[config.mk]
export PLATFORM = sky130hd
export DESIGN_NAME = fixed_to_float
export DESIGN_NICKNAME = d
export VERILOG_FILES = /design/src/rtl/fixed_to_float.sv
export SDC_FILE = /design/constraint.sdc
export NUM_CORES = 1
export LEC_CHECK = 0
export BUFFER_PORTS_ARGS = -buffer_cell sky130_fd_sc_hd__buf_2
export CAP_MARGIN = 10
export CORE_UTILIZATION = 53
export CTS_BUF_LIST = sky130_fd_sc_hd__clkbuf_4
export CTS_CLUSTER_DIAMETER = 100
export DETAILED_ROUTE_END_ITERATION = 6
export PLACE_DENSITY_LB_ADDON = 0.08
export RECOVER_POWER = 25
export SYNTH_ARGS = -nofsm -noshare
export SYNTH_HDL_FRONTEND = slang
export SYNTH_SLANG_ARGS = --single-unit
export TNS_END_PERCENT = 10
[constraint.sdc]
create_clock -name clk -period 1.7 [get_ports clk]
set_clock_uncertainty 0.05 [all_clocks]
set_input_delay 0.17 -clock clk [delete_from_list [all_inputs] [get_ports clk]]
set_output_delay 0.17 -clock clk [all_outputs]
set_load 0.02 [all_outputs]
[src/rtl/fixed_to_float.sv]
// Serial sign-magnitude (1.7) to IEEE-754 single-precision converter.
// Normalises one bit per cycle with a ready/valid handshake on each side.
module fixed_to_float #(
    parameter int EXP_BIAS = 127
) (
    input  logic        clk,
    input  logic        rst,
    input  logic        in_valid,
    input  logic [7:0]  in_data,
    output logic        in_ready,
    output logic        out_valid,
    output logic [31:0] out_float,
    input  logic        out_ready
);

    localparam logic [1:0] S_IDLE = 2'd0;
    localparam logic [1:0] S_NORM = 2'd1;
    localparam logic [1:0] S_DONE = 2'd2;

    // The exponent starts as if the leading one were at bit 6 and walks down.
    localparam logic [7:0] EXP_INIT = 8'(EXP_BIAS + 6);

    logic [1:0]  r_state;
    logic [6:0]  r_shreg;
    logic [7:0]  r_exp;
    logic        r_sign;
    logic [31:0] r_out_float;

    logic [6:0]  w_mag;
    logic        w_mag_zero;

    assign w_mag      = in_data[6:0];
    assign w_mag_zero = (w_mag == 7'd0);

    // Handshake flags decode the state register only, so neither depends on an input.
    assign in_ready  = (r_state == S_IDLE);
    assign out_valid = (r_state == S_DONE);
    assign out_float = r_out_float;

    // NOTE: every register here uses non-blocking assignment so all updates
    // within an edge see the pre-edge values of the other registers.
    always_ff @(posedge clk or posedge rst) begin
        if (rst) begin
            r_state     <= S_IDLE;
            r_shreg     <= '0;
            r_exp       <= '0;
            r_sign      <= 1'b0;
            r_out_float <= '0;
        end else begin
            case (r_state)
                S_IDLE: begin
                    if (in_valid) begin
                        r_sign  <= in_data[7];
                        r_shreg <= w_mag;
                        r_exp   <= EXP_INIT;
                        if (w_mag_zero) begin
                            // A zero magnitude yields +0 regardless of the sign bit.
                            r_out_float <= '0;
                            r_state     <= S_DONE;
                        end else begin
                            r_state <= S_NORM;
                        end
                    end
                end

                S_NORM: begin
                    if (r_shreg[6]) begin
                        r_out_float <= {r_sign, r_exp, r_shreg[5:0], 17'b0};
                        r_state     <= S_DONE;
                    end else begin
                        r_shreg <= {r_shreg[5:0], 1'b0};
                        r_exp   <= r_exp - 8'd1;
                    end
                end

                S_DONE: begin
                    if (out_ready) begin
                        r_state <= S_IDLE;
                    end
                end

                default: begin
                    r_state <= S_IDLE;
                end
            endcase
        end
    end

endmodule

Word level (Yosys, flattened, before mapping)
Cells that the tools add are included.
{"block": "op_classes", "addsub": 1, "n_eq_ne": 7, "mux": 15, "reduce_logical": 8}
{"cell": "2-to-1 mux 32 bit", "n": 3}
{"cell": "case mux 32 bit (2 select lines)", "n": 1}
{"cell": "2-to-1 mux 8 bit", "n": 2}
{"cell": "case mux 8 bit (2 select lines)", "n": 1}
{"cell": "2-to-1 mux 7 bit", "n": 2}
{"cell": "case mux 7 bit (2 select lines)", "n": 1}
{"cell": "2-to-1 mux 2 bit", "n": 4}
{"cell": "subtractor 8 x 1 -> 8 bit, second input constant", "n": 1}
{"cell": "zero test 7 bit", "n": 1}
{"cell": "inequality test 2 bit, second input constant", "n": 3}
{"cell": "case mux 2 bit (3 select lines)", "n": 1}
{"cell": "AND reduction 3 bit", "n": 2}
{"cell": "inequality test 2 x 1 -> 1 bit, second input constant", "n": 2}
{"cell": "AND reduction 2 bit", "n": 2}
{"cell": "AND reduction 4 bit", "n": 1}
{"cell": "== test 2 x 1 -> 1 bit, second input constant", "n": 1}
{"cell": "== test 2 bit, second input constant", "n": 1}
{"cell": "zero test 2 bit", "n": 1}
{"cell": "nonzero test 2 bit", "n": 1}
{"block": "word_totals", "regBits": 50, "in_bits": 12, "out_inout_bits": 34}

Depth between registers and ports, before layout
Gate-level depths: netlist of run 1.
{"block": "depth", "ltp_word": 4, "mapped_depth": 6, "mapped_depth_nobuf": 6}

Worst setup path after synthesis of run 1
Ideal clock, no wire load.
{"block": "synth_timing", "path_type": "register to register", "startpoint": "reg r_state[0]", "endpoint": "reg r_shreg[1]", "setup_time_ns": 0.127, "arrival_ns": 1.320, "t_required_ns": 1.523, "setup_slack_ns": 0.203, "path_stages_with_launch": 6, "synth_period_minus_slack_ns": 1.497, "cell_sequence": "dfrtp_1 > buf_2 > nor2b_1 > o21bai_1 > a222oi_1 > inv_1"}
{"block": "synth_via", "elab_chain_len": 3}
{"item": "start: declaration", "line_no": "23", "rtl": "logic [1:0] r_state;"}
{"item": "start signal: assignment", "line_no": "44", "rtl": "r_state <= S_IDLE;"}
{"item": "start signal: assignment", "line_no": "59", "rtl": "r_state <= S_DONE;"}
{"item": "start signal: assignment", "line_no": "61", "rtl": "r_state <= S_NORM;"}
{"item": "== test 2 x 1 -> 1 bit or zero test 2 bit (tied branches)", "line_no": "50", "rtl": "case (r_state)"}
{"item": "inequality test 2 bit (no line) or nonzero test 2 bit (tied branches)"}
{"item": "AND reduction 3 bit (no line)"}
{"item": "end signal: assignment", "line_no": "54", "rtl": "r_shreg <= w_mag;"}
{"item": "end signal: assignment", "line_no": "71", "rtl": "r_shreg <= {r_shreg[5:0], 1'b0};"}
{"item": "end: declaration", "line_no": "24", "rtl": "logic [6:0] r_shreg;"}
Parallel ways exist; a longest one is shown, timed or not.
A chain may end at the register's enable or synchronous reset.

Worst setup path in the final report of run 1
{"block": "layout_timing", "startpoint": "reg r_state[0]", "endpoint": "reg r_shreg[3]"}
The elaborated chain is that of the path after synthesis.

==> summary by stage, run 1 <==
STA
The number of max-slew violations in the final report is 0. For the pin with the worst max-slew slack, the measured transition is 0.7958 ns. Hold timing on the final database bottoms out at a slack of 0.01838 ns.

Timing would allow up to 615.9 MHz. The number of hold violations in the final report was 0. The setup-violating endpoint count in the final report is 0. The worst path needs 1.624 ns of the cycle, external delays included. The final worst slack is 0.07643 ns. In this run the tightest slew margin relative to its limit is 46.95%. The share of the clock period used by the worst path is 95.50%. Setup repair after global routing left no endpoint under its margin.

Synth
The share of flip-flops with an asynchronous set or reset is 100.0%. The number of warnings issued by yosys is 0. The cell type with the largest total area after synthesis is sky130_fd_sc_hd__dfrtp_1.

The synthesized cell area is 1561 sq um. The synthesized design contains 33 register bits. The fraction of synthesized cell area taken by the top area cell type is 52.88%. The sequential share of the synthesized area is 52.88%. The mean instance size in the synthesized netlist is 11.15 sq um.

The distinct cell type count after synthesis is 33. The most used flip-flop cell after synthesis is sky130_fd_sc_hd__dfrtp_1. After technology mapping, the gate count stands at 140. In the post-synthesis netlist, the biggest area contributors are sky130_fd_sc_hd__dfrtp_1 (53%), sky130_fd_sc_hd__buf_4 (8.2%), sky130_fd_sc_hd__a22o_1 (5.6%), sky130_fd_sc_hd__a22o_2 (3.8%), sky130_fd_sc_hd__a222oi_1 (3.2%).

The number of synthesized flops with an enable pin is 0.

Layout
The count of cells in the finished layout, fillers not included, comes to 213. The number of nets at the end of the flow is 194. Of the cells placed in the final design, the portion with a size suffix greater than 1 is 29.67%. From synthesis to final layout, the design area changed by 14.74%.

The antenna diode count is 0. For this run, the share of the core covered by cells in the final layout is 64.42%.

Critical path
The element type at the critical path end is a flop. The endpoint required time on the critical path is 1.93 ns. The delay of the slowest cell on the worst path is 0.53 ns. Data arrives at the worst endpoint at 1.85 ns. The setup path with the least slack is of type reg -> reg. Walking the worst path, the cells encountered are nor2b_1, o21bai_1, a222oi_1, inv_1. Along the worst path, the maximum fanout reaches 10. The worst setup path is launched from a flop. The cell with the largest stage delay on the worst path is sky130_fd_sc_hd__o21bai_1.

Clock tree
The clock input transition at the sequential cells of the worst setup and hold paths is 0.10 ns. For the worst-skew pair, the clock arrives at the later sink with an insertion delay of 0.33 ns. The CTS tree is built. The root cell of the clock tree is sky130_fd_sc_hd__clkbuf_4. The longest clock path from root to sink contains 2 buffers. The number of post-CTS setup repair buffers is 0. The tree built by TritonCTS fans out to 33 sinks.

The H-tree was split into 2 levels. The CTS buffer count is 5.

Floorplanning
The core region is 2781 sq um. The number of placed I/O pins is 46. The floorplan step set the die width to 56.28 um. The total number of placement rows is 19.

The floorplan step defined a die boundary enclosing 3167 sq um. Once the floorplan was initialized, standard cells occupied 56.14% of the core. The die is 56.28 um tall.

Power
The overall power after layout is 3.095 mW. Across the VDD grid, the largest voltage drop is 0.001224 V. The static power due to leakage is 0.9365 nW. The total power divided by cell area is 1727 nW/um^2.

GRT
For this run the aggregate overflow at the end of global routing stands at 0. The via count of the first global-routing pass came to 1051. The pin count of the biggest net entering global routing is 34. Across every metal layer, demand over resource in global routing totals 21.14%. The global-route wire length before repair is 4940 um.

The number of antenna violations at the first check in global routing is 0.

Drt
The first detailed-routing pass took 5 iterations. After the first detailed-routing iteration, the DRC count stood at 51. The count of antenna-violating nets left after detailed routing is 0. Dividing the detail-routed via count by the number of cells gives 5.427. The residual DRC count is 0. The count of vias placed by the detailed router is 1156. The routed length per placed instance is 13.86 um. The overall routed net length is 2953 um.

Hold path
The min-delay analysis places its worst path in the category in -> reg.

Run
The tool flagged a number of max-cap violations equal to 0.

Status
The flow ran to the end, and the final reports show no timing, DRC or antenna violations.

Placement
The pre-CTS setup slack is -0.02712 ns. The total of buffers placed on input and output ports is 28. The HPWL after detailed placement is 2129 um.

After detailed placement, the design holds a cell count of 202. The congestion estimate from routability-driven global placement came to 0.8035.
final cells by class:
type	count	area, sq um
clock buffer	5	37.54
clock inverter	3	12.51
fill	251	989.7
inverter	12	45.04
multi-input combinational	89	595.6
sequential	33	827.0
tap	31	38.79
timing repair buffer	40	235.2
cells in the final DEF (no fill, tap or decap), types with 2 or more instances in the layout:
cell type and n:
sky130_fd_sc_hd__clkbuf_4 5, sky130_fd_sc_hd__clkinv_1 2, sky130_fd_sc_hd__buf_2 28, sky130_fd_sc_hd__nor2_1 10, sky130_fd_sc_hd__o21ai_0 3, sky130_fd_sc_hd__dfrtp_1 32, sky130_fd_sc_hd__xor2_1 4, sky130_fd_sc_hd__a21oi_1 4
sky130_fd_sc_hd__a22o_1 10, sky130_fd_sc_hd__dlygate4sd3_1 3, sky130_fd_sc_hd__o21bai_1 2, sky130_fd_sc_hd__a222oi_1 5, sky130_fd_sc_hd__nor2b_1 2, sky130_fd_sc_hd__a22o_2 6, sky130_fd_sc_hd__buf_4 8, sky130_fd_sc_hd__inv_1 12
sky130_fd_sc_hd__o2111ai_1 2, sky130_fd_sc_hd__nand2_1 7, sky130_fd_sc_hd__nand2b_1 3, sky130_fd_sc_hd__conb_1 17
timing repair:
item | in CTS | in global routing
hold buffers | 3 | 0
setup endpoints to repair | 0 | 2
hold endpoints to repair | 35 | 0
gates resized for setup | 0 | 1
sequential cells by signal, indices dropped and copies added, names as in the netlist:
| name | flops |
|---|---|
| r_shreg | 7 |
| out_float | 15 |
| r_sign | 1 |
| r_state | 2 |
| r_exp | 8 |
where the power goes:
| part | total (mW) | internal, mW | switching, mW |
|---|---|---|---|
| clock network | 0.405 | 0.149 | 0.256 |
| registers | 1.34 | 1.08 | 0.257 |
| logic | 1.35 | 0.584 | 0.769 |
final timing paths:
kind	startpoint	endpoint	slack (ns)	cells past startpoint
worst max register to register	r_state[0]	r_shreg[3]	0.08	4
worst max-delay path	r_state[0]	r_shreg[3]	0.08	4
worst min register to register	out_float[17]	out_float[17]	0.46	1
worst min-delay path	in_data[0]	r_shreg[0]	0.02	2
max in group asynchronous	rst	r_state[0]	0.52	4
min in group asynchronous	rst	out_float[18]	0.54	4
routing by layer:
| metal | vias up | global-route usage [%] | routed length [um] |
|---|---|---|---|
| met5 | - | 0 | 0 |
| met4 | 0 | 9.059 | 44 |
| met3 | 7 | 7.143 | 151 |
| met2 | 34 | 31.63 | 1376 |
| met1 | 567 | 28.15 | 1381 |
| li1 | 548 | - | - |
critical path, delay by kind of cell, from the launching register on:
kind / cells / cell delay, ns
compound gates: 2 / 0.77
buf+inv: 1 / 0.10
flops: 1 / 0.48
simple gates: 1 / 0.17
synth_stat cells (all sizes together) (2+ instances only):
cell type / count
clkbuf: 3
nand2: 7
buf: 19
o2111ai: 2
o21bai: 2
a21oi: 4
a22o: 16
nor4: 2
nand2b: 3
nor2: 10
dfrtp: 33
o21ai: 4
xor2: 4
inv: 12
nor2b: 2
a222oi: 5
per-stage QoR:
| stage | setup TNS [ns] | area, sq um |
|---|---|---|
| final | 0 | 1792 |
| after global routing | 0 | 1792 |
| after CTS | 0 | 1793 |
| after detailed placement | -0.1155 | 1713 |
| after global placement | 0 | 1713 |
| after floorplan | 0 | 1622 |
cells by family (layout without fill, tap and decap cells):
logic type,Yosys count,after routing,synth area share [%]
flip-flops,33,33,52.88
adder cells (fa/ha/maj),1,1,0.8012
other,1,17,0.2402
multiplexers,1,1,0.6411
XOR/XNOR,5,5,2.804
AO/OA/AOI/OAI,36,36,18.99
buffers and inverters,34,60,12.82
AND/OR/NAND/NOR,29,29,10.82
(Power assumes the default switching activity.)
==> run 2, diff against run 1 <==
--- a/config.mk
+++ b/config.mk
@@ -12,7 +12,6 @@
 export CTS_CLUSTER_DIAMETER = 100
 export DETAILED_ROUTE_END_ITERATION = 6
 export PLACE_DENSITY_LB_ADDON = 0.08
-export RECOVER_POWER = 25
 export SYNTH_ARGS = -nofsm -noshare
 export SYNTH_HDL_FRONTEND = slang
 export SYNTH_SLANG_ARGS = --single-unit
==> summary by stage, run 2 (synthesized netlist as in run 1, its figures left out) <==
Layout
The core utilization of the finished layout is 64.51% (+0.090 points). The number of nets at the end of the flow is 194 (unchanged). The filler cell count is 250 (-0.40%). In the layout the commonest cells are sky130_fd_sc_hd__dfrtp_1 (32), sky130_fd_sc_hd__buf_2 (28), sky130_fd_sc_hd__conb_1 (17).

The antenna diode count came to 0 (unchanged). The flip-flop count of the largest register after layout is 15 (unchanged). The summed area of non-filler cells in the final layout came to 1794 sq um (+0.14%). Relative to the synthesized area, the layout overhead comes to 14.90%. The fraction of layout cells with a size suffix above 1 is 29.67% (unchanged). The non-filler instance count after layout came to 213 (unchanged).

The library cell used most frequently in the layout, excluding fill and tap cells, is sky130_fd_sc_hd__dfrtp_1.

Critical path
The type of the worst setup path is reg -> reg. The data arrival time at the worst-slack endpoint is 1.82 ns (-0.03 ns). The worst setup slack for register-to-register paths came to 0.11 ns (+0.03 ns). The most critical setup path has its startpoint at r_state[0].

The signal on the critical path passes through nor2b_1, o21bai_1, a222oi_1, inv_1. In this run the critical register-to-register path is launched from r_state[0]. The worst reg-to-reg path cell count is 4 (unchanged). The top fanout value on the critical path is 10 (unchanged).

The critical path buffer and inverter count was 1 (unchanged). The slowest stage of the critical path belongs to the cell sky130_fd_sc_hd__o21bai_1. The critical path depth in cells is 4 (unchanged). STA classifies the critical path endpoint as a flop. The delay of the slowest cell on the worst path is 0.51 ns (-0.02 ns). The endpoint required time on the critical path is 1.93 ns (about the same). The reg-to-reg critical path endpoint is r_shreg[3]. The worst setup path endpoint is r_shreg[3].

Grouping stages by cell kind, the critical path spends the most delay in compound AO/OA/AOI/OAI gates. STA classifies the critical path startpoint as a flop.

STA
The setup-violating endpoint count in the final report is 0 (unchanged). The worst hold slack after final layout is 0.01893 ns (+0.0005529 ns). The slew at the pin closest to its max-slew limit is 0.6971 ns (-0.09867 ns). The number of max-slew violations in the final report came to 0 (unchanged).

The fmax is 627.5 MHz (+1.9%). The final-layout setup total negative slack is 0 ns (unchanged). The share of the clock period used by the worst path was 93.74% (-1.8 points). The final worst slack is 0.1064 ns (+0.02997 ns).

The clock period minus final worst setup slack is 1.594 ns (-0.02997 ns). The number of hold violations in the final report is 0 (unchanged). Setup repair after global routing left no endpoint under its margin. The worst slew margin relative to its limit is 53.52% (+6.6 points).

GRT
The remaining global-route overflow is 0 (unchanged). The global-route wire length before repair is 4940 um (unchanged). The via count of the first global-routing pass was 1051 (unchanged). The pin count of the biggest net entering global routing is 34 (unchanged). The overall track demand over capacity in global routing is 21.14% (unchanged). The number of antenna violations at the first check in global routing is 0 (unchanged).

Placement
The placer's final routability congestion estimate came to 0.8035 (unchanged). The HPWL after detailed placement was 2129 um (unchanged). The pre-CTS setup slack is -0.02712 ns (unchanged). The standard cell area after detailed placement came to 1713 sq um (unchanged).

The total of buffers placed on input and output ports is 28 (unchanged). The number of cells in the design after placement came to 202 (unchanged).

Clock tree
The clock latency reported for the late side of the worst-skew pair came to 0.33 ns (about the same). The maximum level of the CTS H-tree is 2 (unchanged). The number of post-CTS setup repair buffers was 0 (unchanged). The number of clock sinks was 33 (unchanged).

The CTS buffer count came to 5 (unchanged). The clock input transition at the sequential cells of the worst setup and hold paths came to 0.10 ns (about the same). The tree is rooted in a sky130_fd_sc_hd__clkbuf_4. TritonCTS built the clock tree.

The clock tree buffer depth is 2 (unchanged).

Drt
The count of antenna-violating nets left after detailed routing is 0 (unchanged). The overall routed net length is 2935 um (-0.61%). The total iterations of the first detailed-routing run was 4 (-1). The count of vias placed by the detailed router was 1149 (-0.61%).

The per-cell via count in the routed design was 5.394 (-0.61%). The routed length per placed instance is 13.78 um (-0.61%). The residual DRC count was 0 (unchanged).

The iteration-0 DRC count of the detailed router was 51 (unchanged).

Power
The internal power contribution is 1.815 mW (about the same). The overall power after layout came to 3.093 mW (about the same). The largest vdd supply drop is 0.001222 V (-0.22%). The static power due to leakage is 0.9371 nW (about the same). The net load switching power was 1.279 mW (-0.19%).

The portion of total power attributed to the clock network is 13.1% (about the same). The sequential share of power is 43.2% (about the same). The total power divided by cell area is 1724 nW/um^2 (-0.19%). The part of the power in combinational logic is 43.7% (about the same).

The fraction of power spent switching nets came to 41.34% (-0.059 points).

Floorplanning
The placeable core region was 2781 sq um (unchanged). The number of placed I/O pins came to 46 (unchanged). The area of the die is 3167 sq um (unchanged). The total number of placement rows came to 19 (unchanged). The height of the die is 56.28 um (unchanged). The initial cell density of the core was 56.14% (unchanged). The overall die width is 56.28 um (unchanged).

Run
The number of max-capacitance violations reported was 0 (unchanged).

Hold path
The path class of the tightest hold or removal check is in -> reg. The worst hold path stage count came to 2 (unchanged).

Status
The run finished with clean final reports.
[run 2: cell count changes in the layout (fill, tap and decap cells not counted)]
| cell | change |
|---|---|
| sky130_fd_sc_hd__buf_4 | +1 |
| sky130_fd_sc_hd__clkbuf_2 | -1 |
[run 2: what timing repair did]
item,4_1_cts,5_1_grt
endpoints found under the setup margin,0,2
resized for setup,0,1
hold buffers,3,0
endpoints found under the hold margin,35,0
[run 2: worst min path at each step]
stage | startpoint | to | slack (ns)
4_1_cts | in_data[0] | r_shreg[0] | 0.008
3_3_place_gp | rst | out_float[17] | 0.22
6_report | in_data[0] | r_shreg[0] | 0.02
2_1_floorplan | in_data[7] | r_sign | 0.23
5_1_grt | in_data[0] | r_shreg[0] | 0.01
3_5_place_dp | rst | out_float[17] | 0.22
[run 2: final cells by class]
class	instances	area [sq um]	share of cell area, %
Timing Repair Buffer	40	237.7	13.25
Tap cell	31	38.79	2.162
Inverter	12	45.04	2.510
Clock inverter	3	12.51	0.6974
Sequential cell	33	827.0	46.09
Multi-Input combinational cell	89	595.6	33.19
Clock buffer	5	37.54	2.092
[run 2: layer usage]
| metal | vias to the layer above | global-route usage (%) | wire, um |
|---|---|---|---|
| li1 | 551 | - | - |
| met1 | 554 | 28.15 | 1366 |
| met2 | 37 | 31.63 | 1363 |
| met3 | 7 | 7.143 | 161 |
| met4 | 0 | 9.059 | 44 |
| met5 | - | 0 | 0 |
[run 2: power by group through the flow]
stage | combinational, mW | clock [mW] | sequential, mW
after global placement | 1.33 | 0 | 1.34
final | 1.35 | 0.404 | 1.34
after detailed placement | 1.35 | 0 | 1.34
after floorplan | 0.860 | 0 | 1.42
after global routing | 1.48 | 0.454 | 1.38
after CTS | 1.37 | 0.421 | 1.33
